<file path="src/rtl/spi_shift_engine.sv">
// spi_shift_engine: full-duplex WIDTH-bit serial shift engine with TX load handshake and RX holding buffer
module spi_shift_engine #(
    parameter int WIDTH     = 8,
    parameter bit MSB_FIRST = 1'b1,
    localparam int CW       = $clog2(WIDTH + 1)
) (
    input  logic             clk,
    input  logic             rstN,
    input  logic             peripheralClkEdgePos,
    input  logic             peripheralClkEdgeNeg,
    input  logic             abort,
    input  logic             loadValid,
    output logic             loadReady,
    input  logic [WIDTH-1:0] parallelDataIn,
    input  logic             serialDataIn,
    output logic             serialDataOut,
    output logic             busy,
    output logic [CW-1:0]    bitCount,
    output logic [WIDTH-1:0] parallelDataOut,
    output logic             rxValid,
    input  logic             rxAck,
    output logic             overrun
);
    typedef enum logic {IDLE, SHIFT} state_t;
    state_t state, nextState;
    logic [WIDTH-1:0] mem, shifted;
    logic sampledBit, rxBit, loadFire, abortFire, sampleEn, shiftEn, frameDone;
    assign loadFire  = (state == IDLE) & loadValid;
    assign abortFire = (state == SHIFT) & abort;
    assign sampleEn  = (state == SHIFT) & ~abort & peripheralClkEdgePos;
    assign shiftEn   = (state == SHIFT) & ~abort & peripheralClkEdgeNeg;
    assign frameDone = shiftEn & (bitCount == CW'(WIDTH - 1));
    // a simultaneous rising edge means the sample register is not yet updated
    assign rxBit     = peripheralClkEdgePos ? serialDataIn : sampledBit;
    assign shifted   = MSB_FIRST ? {mem[WIDTH-2:0], rxBit} : {rxBit, mem[WIDTH-1:1]};
    assign serialDataOut = MSB_FIRST ? mem[WIDTH-1] : mem[0];
    always_ff @(posedge clk or negedge rstN) begin
        if (!rstN) state <= IDLE;
        else state <= nextState;
    end
    always_comb begin
        nextState = state;
        if (loadFire) nextState = SHIFT;
        else if (abortFire | frameDone) nextState = IDLE;
    end
    always_comb begin
        loadReady = state == IDLE;
        busy      = state == SHIFT;
    end
    always_ff @(posedge clk or negedge rstN) begin
        if (!rstN) begin
            mem             <= '0;
            sampledBit      <= 1'b0;
            bitCount        <= '0;
            parallelDataOut <= '0;
            rxValid         <= 1'b0;
            overrun         <= 1'b0;
        end else begin
            if (loadFire) begin
                mem      <= parallelDataIn;
                bitCount <= '0;
            end else if (shiftEn) begin
                mem      <= shifted;
                bitCount <= frameDone ? '0 : bitCount + CW'(1);
            end else if (abortFire) begin
                bitCount <= '0;
            end
            if (sampleEn) sampledBit <= serialDataIn;
            if (frameDone) parallelDataOut <= shifted;
            rxValid <= frameDone | (rxValid & ~rxAck);
            if (frameDone & rxValid & ~rxAck) overrun <= 1'b1;
        end
    end
endmodule

</file>
<file path="config.mk">
export PLATFORM = sky130hd
export DESIGN_NAME = spi_shift_engine
export DESIGN_NICKNAME = d
export VERILOG_FILES = /design/src/rtl/spi_shift_engine.sv
export SDC_FILE = /design/constraint.sdc
export NUM_CORES = 1
export LEC_CHECK = 0
export CAP_MARGIN = 20
export CELL_PAD_IN_SITES_DETAIL_PLACEMENT = 1
export CELL_PAD_IN_SITES_GLOBAL_PLACEMENT = 2
export CORE_MARGIN = 1.5
export CORE_UTILIZATION = 31
export CTS_BUF_LIST = sky130_fd_sc_hd__clkbuf_4 sky130_fd_sc_hd__clkbuf_8 sky130_fd_sc_hd__clkbuf_16
export DETAILED_ROUTE_END_ITERATION = 6
export HOLD_SLACK_MARGIN = 0.02
export PLACE_DENSITY_LB_ADDON = 0.1
export SLEW_MARGIN = 10
export SYNTH_ARGS = -nofsm -noshare
export SYNTH_HDL_FRONTEND = slang
export SYNTH_SLANG_ARGS = --single-unit
</file>
<file path="constraint.sdc">
create_clock -name clk -period 3.5 [get_ports clk]
set_input_delay 0.35 -clock clk [delete_from_list [all_inputs] [get_ports clk]]
set_output_delay 0.35 -clock clk [all_outputs]
set_load 0.01 [all_outputs]
</file>
==> summary.md <==
| Metric | Value |
|---|---|
| Fillers | 378 |
| Die W | 61.8 µm |
| Avg Cell Area, Syn | ~12 µm² |
| Global-route wire length before repair | 4.02 mm |
| Boundary Pins | 33 |
| Simple-gate portion of the synthesized area | a little over an eighth |
| Worst clock skew | 16.1 ps |
| Inserted Clock Buffers | 3 |
| Vert. Die Dim | 61.8 µm |
| Pre-CTS setup slack | 1160 ps |
| Outcome | completed |
| Initial Util | 32.1% |
| Total gr overflow | 0 |
| DR vias/cell | 4.88 |
| Measured slew at the worst slew-check pin | 711 ps |
| CTS Hold Bufs | 0 |
| H-tree depth | 1 |
| Multi-input gate area | 434 µm² |
| Minimum clock period after layout | 1960 ps |
| Fin Setup TNS | 0 ps |
| Reg2reg end | parallelDataOut[4]$_DFFE_PN0P_ |
| Met2 routed WL | 1.15 mm |
| DRT antenna net count | 0 |
| Net count, final | 140 |
| CP required | 3710 ps |
| Placement Cell Area | 1440 µm² |
| Post-synth top area share | 56.0% |
| Number of remaining DRC errors | 0 |
| Initial antenna violation count | 0 |
| Hold Path Class | input pin to asynchronous set/reset pin |
| Met1 wire length | approximately 1.2 mm |
| Largest stage delay, worst path | 460 ps |
| YS warnings | 0 |
| Max-cap violations | 0 |
| R2r setup slk | 1620 ps |
| Worst path slowest cell | clkdlybuf4s50_1 |
| Final Wtd Congestion | 0.687 |
| Leakage power | a little under 0.7 nW |
| CP startpoint kind | input pin |
| Post-placement cell count | 164 |
| Final hold vios | 0 |
| Max transition margin | roughly 52% |
| Detailed Route WL | 2.49 mm |
| Avg WL per Cell | 14.8 µm |
| Area Overhead vs Synth | 39.4% |
| Post-Syn Nets | ~110 |
| Core area | 3340 µm² |
| Port-buffer cells | 32 |
| Vias in the first global route | around 840 |
| Register area share after synthesis | 56.0% |
| Fin crit share | 56.0% |
| Clock Latency Late Sink | 320 ps |
| Clk pin slew, worst setup/hold paths | 130 ps |
| Post-layout worst setup margin | 1540 ps |
| RSZ-0062 raised after global routing | false |
| Root buffer cell | clkbuf_4 |
| Post-CTS Setup Bufs | 0 |
| Main combinational cell family by area after synthesis | compound AO/OA/AOI/OAI gates |
| Diodes inserted | 0 |
| R2r startpoint | busy$_DFFE_PN0P_ |
| Crit path max fanout | 11 |
| Register Area | 601 µm² |
| Mapped Cells | 89 |
| Final Max Tran Viols | 0 |
| Distinct cells, synth | 27 |
| Layout cell share with drive strength beyond 1 | between 10% and 20% |
| Gr usage total | between 10% and 20% |
| Final HPWL from detailed placement | 1.78 mm |
| Synth top area cells | dfrtp_1 (56%), mux2_4 (9.8%), a22oi_1 (5.6%) |
| Core Rows | 21 |
| Crit path DAT | 2160 ps |
| Worst setup EP type | register |
| Final instance area | 1500 µm² |
| Mapped Area | 1070 µm² |
| Pre-antenna DRT Iters | 4 |
| Post-synthesis compound-gate area fraction | roughly an eighth |
| Mux share of post-synthesis cell area | 13.0% |
| R2R depth | 4 |
| Synth area leader | dfrtp_1 |
| Pin count of the biggest net entering global routing | 18 |
| CTS tree | yes |
| Fmax | 511 MHz |
| Clk buf depth | 2 |
| WL met3 | about 120 µm |
| Top Metal Used | met4 |
| Post-cts resize count | 0 |
| Via count | 820 |
| Worst VDD drop | 0.000164 V |
| Synth Register Bits | 24 |
| CTS sink count | 24 |
| Cell Count, Final, Fillers Out | 168 |
| Power Total | 658 µW |
| Xor/xnor share of the synthesized area | 0% |
| Setup CP Type | input pin to register |
| Crit-path cells | clkdlybuf4s50_1, nand3b_1, nor3_2, buf_4, mux2_1 |
| Adder-cell share of the synthesized area | 1.17% |
| Count of final setup violators | 0 |
| P per Cell Area | 440 nW/µm² |
| Initial DRC Count | 27 |
| Die ar. | 3820 µm² |
metrics by stage:
stage	util, %	hold WS, ps
3_5_place_dp	43.2	471
2_1_floorplan	-	54.4
6_report	44.8	323
4_1_cts	44.8	328
3_3_place_gp	42.8	448
5_1_grt	44.8	326
cell usage after synthesis:
cell type   n
a31o_1      1
o21ai_1     1
mux2_4      7
o31ai_1     1
clkbuf_1    1
nand3b_1    2
nand2b_1    1
and3b_1     1
nor2b_1     1
a22oi_1     8
a22o_1      1
a32o_1      1
buf_2       3
o21ai_0     2
nor4_1      1
inv_1       2
nand2_1    10
dfrtp_1    24
a21oi_1     2
ha_1        1
mux2_2      2
mux2_1      1
nand3_1    10
o21a_1      1
a21o_1      2
nor3_2      1
buf_6       1
cell families after synthesis:
kind of cell	Yosys count
simple gates	27
flops	24
compound gates	20
mux	10
buf+inv	7
fa+ha+maj	1
area by class of cell:
cell class,instances,area share (%)
sequential,24,40.2
multi-input combinational,58,29.0
timing repair buffer,34,22.9
tap,46,3.85
clock inverter,1,2.01
clock buffer,3,1.51
inverter,2,0.502
per-layer routing:
layer,vias up,track usage (%)
met3,2,3.11
met2,22,22.3
met5,-,0
li1,387,-
met1,409,20.5
met4,0,5.47
sequential cells by signal, summed over array words and instances, names as in the netlist:
name and flops:
bitCount 4, parallelDataOut 8, overrun 1, sampledBit 1
mem 8, rxValid 1, busy 1
cells in the final DEF, fill, tap and decap left out, types with 2 or more instances in the layout:
cell             netlist  final
a22oi_1                8      8
a21oi_1                2      2
nand3_1               10     10
mux2_4                 7      7
dfrtp_1               24     24
clkdlybuf4s50_1        0     32
mux2_2                 2      2
inv_1                  2      2
o21ai_0                2      2
a21o_1                 2      2
nand2_1               10     10
nand3b_1               2      2
clkbuf_4               0      3
worst max-delay path, delay by kind of cell:
family,cells,cell delay [ps]
mux,1,330
buf+inv,2,730
simple gates,2,760
how the worst max path moves through the flow:
stage	from	end	slack, ps	cells past startpoint
CTS	abort	parallelDataOut[4]$_DFFE_PN0P_	1520	5
global placement	abort	parallelDataOut[4]$_DFFE_PN0P_	1210	5
global route	abort	parallelDataOut[4]$_DFFE_PN0P_	1390	5
detailed placement	abort	parallelDataOut[4]$_DFFE_PN0P_	1160	5
finish	abort	parallelDataOut[4]$_DFFE_PN0P_	1540	5
floorplan	bitCount[0]$_DFFE_PN0P_	parallelDataOut[0]$_DFFE_PN0P_	1970	5
report_power, final:
part           total [mW]  internal (mW)  switching (mW)  leakage (nW)
Combinational       0.115         0.0619          0.0534         0.339
Clock               0.204          0.116          0.0879        0.0279
Sequential          0.339          0.309          0.0293         0.317
Total               0.658          0.487           0.171         0.684
Note: power is estimated with default switching activity, not from simulation.
